==> config.mk <==
export PLATFORM = sky130hd
export DESIGN_NAME = pwm_capture
export DESIGN_NICKNAME = d
export VERILOG_FILES = /design/src/rtl/pwm_capture.sv
export SDC_FILE = /design/constraint.sdc
export NUM_CORES = 1
export LEC_CHECK = 0
export BUFFER_PORTS_ARGS = -buffer_cell sky130_fd_sc_hd__buf_2
export CAP_MARGIN = 20
export CELL_PAD_IN_SITES_DETAIL_PLACEMENT = 0
export CELL_PAD_IN_SITES_GLOBAL_PLACEMENT = 1
export CORE_UTILIZATION = 42
export DETAILED_ROUTE_END_ITERATION = 6
export GPL_ROUTABILITY_DRIVEN = 0
export GPL_TIMING_DRIVEN = 0
export PLACE_DENSITY_LB_ADDON = 0.1
export SETUP_SLACK_MARGIN = 0.4
export SLEW_MARGIN = 20
export SYNTH_ARGS = -nofsm -noshare
export SYNTH_HDL_FRONTEND = slang
export SYNTH_SLANG_ARGS = --single-unit
==> constraint.sdc <==
create_clock -name wb_clk_i -period 2.6 [get_ports wb_clk_i]
set_input_delay 0.26 -clock wb_clk_i [delete_from_list [all_inputs] [get_ports wb_clk_i]]
set_output_delay 0.26 -clock wb_clk_i [all_outputs]
set_load 0.005 [all_outputs]
==> src/rtl/pwm_capture.sv <==
// PWM input capture: synchronises one PWM pin, measures period and high time in
// clock cycles, counts rising edges and flags a stalled input.
module pwm_capture #(
  parameter int CNT_W       = 16,
  parameter int EDGE_W      = 8,
  parameter int SYNC_STAGES = 2
) (
  input  logic              wb_clk_i,
  input  logic              wb_rst_i,
  input  logic              en_i,
  input  logic              clr_i,
  input  logic              pwm_i,
  output logic [CNT_W-1:0]  period_o,
  output logic [CNT_W-1:0]  high_o,
  output logic              meas_valid_o,
  output logic [EDGE_W-1:0] edge_cnt_o,
  output logic              ovf_o
);

  typedef enum logic [1:0] {
    IDLE,
    ARM,
    HIGH,
    LOW
  } state_t;

  localparam logic [CNT_W-1:0]  CNT_MAX  = {CNT_W{1'b1}};
  localparam logic [EDGE_W-1:0] EDGE_MAX = {EDGE_W{1'b1}};

  state_t                 state;
  logic [SYNC_STAGES-1:0] sync_q;
  logic                   s;
  logic                   s_d;
  logic                   rise;
  logic                   fall;
  logic                   sat;
  logic [CNT_W-1:0]       cnt;
  logic [CNT_W-1:0]       high_cap;

  assign s    = sync_q[SYNC_STAGES-1];
  assign rise = s & ~s_d;
  assign fall = ~s & s_d;

  // A stalled input (0 %/100 % duty) is detected by the running counter topping out.
  assign sat  = ((state == HIGH) || (state == LOW)) && (cnt == CNT_MAX);

  // NOTE: all state uses non-blocking assignments so every flop samples pre-edge values.
  always_ff @(posedge wb_clk_i) begin
    if (wb_rst_i) begin
      sync_q <= '0;
      s_d    <= 1'b0;
    end else begin
      sync_q <= {sync_q[SYNC_STAGES-2:0], pwm_i};
      s_d    <= s;
    end
  end

  always_ff @(posedge wb_clk_i) begin
    if (wb_rst_i) begin
      state        <= IDLE;
      cnt          <= '0;
      high_cap     <= '0;
      period_o     <= '0;
      high_o       <= '0;
      meas_valid_o <= 1'b0;
      edge_cnt_o   <= '0;
      ovf_o        <= 1'b0;
    end else begin
      meas_valid_o <= 1'b0;

      // clr_i has priority over a coincident rise or saturation.
      if (clr_i) begin
        edge_cnt_o <= '0;
      end else if (en_i && (state != IDLE) && rise && (edge_cnt_o != EDGE_MAX)) begin
        edge_cnt_o <= edge_cnt_o + 1'b1;
      end

      if (clr_i) begin
        ovf_o <= 1'b0;
      end else if (en_i && sat) begin
        ovf_o <= 1'b1;
      end

      if (!en_i) begin
        // Disabling discards the in-flight period; results are kept.
        state <= IDLE;
        cnt   <= '0;
      end else begin
        case (state)
          IDLE: begin
            cnt   <= '0;
            state <= ARM;
          end
          ARM: begin
            if (rise) begin
              cnt   <= {{(CNT_W-1){1'b0}}, 1'b1};
              state <= HIGH;
            end
          end
          HIGH: begin
            if (sat) begin
              cnt   <= '0;
              state <= ARM;
            end else begin
              cnt <= cnt + 1'b1;
              if (fall) begin
                high_cap <= cnt;
                state    <= LOW;
              end
            end
          end
          LOW: begin
            if (sat) begin
              cnt   <= '0;
              state <= ARM;
            end else if (rise) begin
              period_o     <= cnt;
              high_o       <= high_cap;
              meas_valid_o <= 1'b1;
              cnt          <= {{(CNT_W-1){1'b0}}, 1'b1};
              state        <= HIGH;
            end else begin
              cnt <= cnt + 1'b1;
            end
          end
          default: begin
            cnt   <= '0;
            state <= IDLE;
          end
        endcase
      end
    end
  end

endmodule
==> impl_metrics.py <==
metrics = {
    "yosys": {
        "yosysSeqAreaShare_pct": 49.41,
        "yosys.area.top_type": "dfxtp_1",
        "synthTopCellsByArea": "dfxtp_1, nand2_1, a21oi_1, mux2i_1, nor2_1",
        "syn-num-nets": 389,
        "synth_cell_type_count": 40,
        "syn_area_sq_mm": 0.003201,
        "syn_inst": 382,
        "ys_ff_latch": 79,
        "yosys_warnings": 0,
        "synth_area_per_cell_sq_um": 8.378,
        "synth_top_area_share_pct": 49.41,
    },
    "power_and_ir_drop": {
        "leakage_nw": 1.456,
        "ir_worst_vdd_v": 0.0003228,
        "comb_power_share_pct": 2.0,
        "internal_power_mw": 1.597,
        "power.share.clock_pct": 39.5,
        "p_seq_share_pct": 58.5,
        "power.switching_uw": 483.3,
        "swShare_pct": 23.23,
        "power.density_mw_per_mm2": 551.8,
    },
    "drt": {
        "wl_per_cell_um": 14.08,
        "vias_per_cell": 5.079,
        "drc": 0,
        "routed_wl_mm": 7.659,
        "ant_nets": 0,
        "drt_pre_antenna_iters": 4,
        "vias": 2763,
        "drtIter0Drc": 123,
    },
    "setup_path": {
        "cp-startpoint": "cnt[8]",
        "critPathMaxStageDelay_ns": 0.49,
        "slowest_stage": "dfxtp_1",
        "rr_endpoint": "high_cap[8]",
        "crit_path_max_fanout": 10,
        "path_common_cell": "buf_4",
        "critPathKind": "register to register",
        "cp-start-kind": "register",
        "cp-endpoint": "high_cap[8]",
        "r2r_start": "cnt[8]",
        "required_ns": 2.81,
        "ff2ff_path_depth": 7,
        "cp_cell_sequence": "nand4_1 > nor4_4 > buf_4 > a21boi_4 > buf_4 > mux2i_1 > nor2_1",
        "endpoint_kind": "register",
        "crit_arrival_ns": 2.32,
        "reg2reg_setup_slack_ns": 0.49,
    },
    "final_layout": {
        "fillers": 787,
        "area_delta_synth_final_pct": 17.79,
        "n_antenna_cell": 0,
        "layout.nets": 447,
        "drive_gt1_share_pct": 18.65,
    },
    "placed_design": {
        "io_buffers": 46,
        "hpwlAfterDp_mm": 5.513,
    },
    "flow_run": {
        "maxCapViolCount": 0,
    },
    "global_route": {
        "grt_antenna_before_repair": 0,
        "grtUsageMet1_pct": 29.99,
        "track_usage_pct": 21.41,
        "met3_usage_pct": 4.155,
        "grt_pass1_vias": 2580,
        "grt_max_degree": 14,
        "grtUsageMet2_pct": 33.45,
        "top_usage_layer": "met2",
        "grt_first_pass_wirelength_mm": 12.75,
        "grt-ovfl-total": 0,
    },
    "floorplan": {
        "fp.dieW_um": 89.30,
        "die_h_um": 89.30,
        "ios": 47,
        "fp.dieArea_sq_mm": 0.007974,
        "core_sq_mm": 0.007292,
        "fp-row-count": 31,
        "start_util_pct": 43.89,
    },
    "timing": {
        "min_period_ns": 2.106,
        "holdWs_ns": 0.1399,
        "tns_ns": 0,
        "skew_ns": 0.01133,
        "fmax_mhz": 474.8,
        "slew_violations": 0,
        "finalSetupViolations": 0,
        "worst_slew_pin_slew_ns": 0.5316,
        "rsz0062_at_grt": "yes",
        "max_slew_margin_pct": 64.48,
        "final_hold_viol_count": 0,
        "min_period_over_period_pct": 81.01,
    },
    "clocking": {
        "htreeDepth": 3,
        "cts_max_path_buffers": 2,
        "cts.sinks": 79,
        "cts_buffers": 9,
        "insertion_delay_ns": 0.34,
        "clkTransAtPathRegs_ns": 0.08,
        "cts_tree": "done",
        "ctsRootBufferMaster": "clkbuf_8",
        "hold_buffers": 0,
    },
    "run_status": {
        "status": "completed",
    },
    "hold_path": {
        "hold_class": "input pin to register",
        "hp-start": "pwm_i",
    },
}
-- kinds of logic (layout without fill, tap and decap cells) --
group                      after synthesis  in the layout  synth area share (%)
and+or+nand+nor                        178            178                 25.21
DFF                                     79             79                 49.41
buffers and inverters                   28             91                 4.105
adders and majority gates                2              2                0.7817
AOI/OAI and AO/OA                       70             70                 12.98
xor gates and xnor gates                 8              8                 2.189
muxes                                   17             17                 5.317
-- placed cells by master, fill, tap and decap left out, drive strengths merged, types with 2 or more instances in the layout --
| cell | netlist | final |
|---|---|---|
| a21o | 4 | 4 |
| a21oi | 39 | 39 |
| a22o | 4 | 4 |
| a31oi | 9 | 9 |
| a41oi | 2 | 2 |
| and2 | 2 | 2 |
| and3 | 2 | 2 |
| and4 | 2 | 2 |
| buf | 9 | 56 |
| clkbuf | 16 | 27 |
| clkinv | 0 | 3 |
| dfxtp | 79 | 79 |
| ha | 2 | 2 |
| inv | 3 | 4 |
| mux2i | 17 | 17 |
| nand2 | 83 | 83 |
| nand2b | 3 | 3 |
| nand3 | 15 | 15 |
| nand4 | 6 | 6 |
| nor2 | 40 | 40 |
| nor2b | 4 | 4 |
| nor3 | 7 | 7 |
| nor3b | 2 | 2 |
| nor4 | 5 | 5 |
| o21ai | 6 | 6 |
| or3 | 4 | 4 |
| xor2 | 8 | 8 |
-- worst max-delay path: cells and delay by family (launching register included) --
family                 cells  cell delay (ns)
and+or+nand+nor            3             0.77
DFF                        1             0.49
buffers and inverters      2             0.44
muxes                      1             0.17
AOI/OAI and AO/OA          1             0.10
-- sequential cells by signal, summed over array words and instances (netlist names) --
name and count:
cnt 16, high_cap 16, high_o 16, period_o 16, edge_cnt_o 8, state 2
sync_q 2, meas_valid_o 1, ovf_o 1, s_d 1
-- per-layer routing --
metal | up-vias | share of wire (%)
met4 | 0 | 1.1
met2 | 57 | 46
met1 | 1278 | 49
met3 | 7 | 4.0
li1 | 1421 | -
met5 | - | 0
-- worst min path at each step --
| stage | to | slack, ns | cells after the start |
|---|---|---|---|
| floorplan | sync_q[0] | 0.39 | 1 |
| global placement | high_o[4] | 0.44 | 2 |
| detailed placement | sync_q[1] | 0.43 | 1 |
| CTS | sync_q[0] | 0.13 | 2 |
| global route | sync_q[0] | 0.13 | 2 |
| finish | sync_q[0] | 0.14 | 2 |
-- Yosys cell counts --
library cell   n
a211o_1        1
a211oi_1       1
a21boi_2       1
a21o_1         4
a21oi_1       39
a22o_1         4
a22oi_1        1
a31oi_1        9
a41oi_1        2
and2_1         2
and3_1         2
and3b_1        1
and4_1         2
buf_1          1
buf_2          3
buf_4          5
clkbuf_1      13
clkbuf_2       3
dfxtp_1       79
ha_1           2
inv_1          3
mux2i_1       17
nand2_1       83
nand2b_1       3
nand3_1       15
nand3b_1       1
nand4_1        6
nor2_1        39
nor2_2         1
nor2b_1        4
nor3_1         7
nor3b_1        2
nor4_1         4
nor4_4         1
o21ai_0        6
o21bai_1       1
o31a_1         1
or2_2          1
or3_1          4
xor2_1         8
-- cell type report --
cell class / count / area, sq um / share of cell area [%]
Buffer: 25 / 121.4 / 3.219
Multi-Input combinational cell: 275 / 1518 / 40.26
Inverter: 3 / 11.26 / 0.2987
Tap cell: 99 / 123.9 / 3.286
Clock buffer: 11 / 141.4 / 3.750
Clock inverter: 5 / 31.28 / 0.8297
Timing Repair Buffer: 47 / 237.7 / 6.306
Sequential cell: 79 / 1585 / 42.05
-- stage by stage --
step	cell area (sq um)	worst slack (ns)	util (%)	cells	total power [mW]
2_1_floorplan	3201	0.7203	-	382	1.271
3_3_place_gp	3555	0.3073	48.75	527	1.287
3_5_place_dp	3555	0.2804	48.75	527	1.287
4_1_cts	3731	0.4121	51.17	543	2.103
5_1_grt	3770	0.3673	51.70	544	2.165
6_report	3770	0.4937	51.70	544	2.080
-- what timing repair did --
action / 4_1_cts / 5_1_grt
pin swaps: 0 / 1
setup endpoints to repair: 42 / 48
buffers inserted: 0 / 1
resized for setup: 2 / 8
-- power groups by stage --
| stage | Combinational [mW] | Clock, mW | Sequential (mW) |
|---|---|---|---|
| 2_1_floorplan | 0.0281 | 0 | 1.24 |
| 3_3_place_gp | 0.0423 | 0 | 1.24 |
| 3_5_place_dp | 0.0421 | 0 | 1.24 |
| 4_1_cts | 0.0423 | 0.845 | 1.22 |
| 5_1_grt | 0.0472 | 0.900 | 1.22 |
| 6_report | 0.0418 | 0.822 | 1.22 |
(Power assumes the default switching activity.)
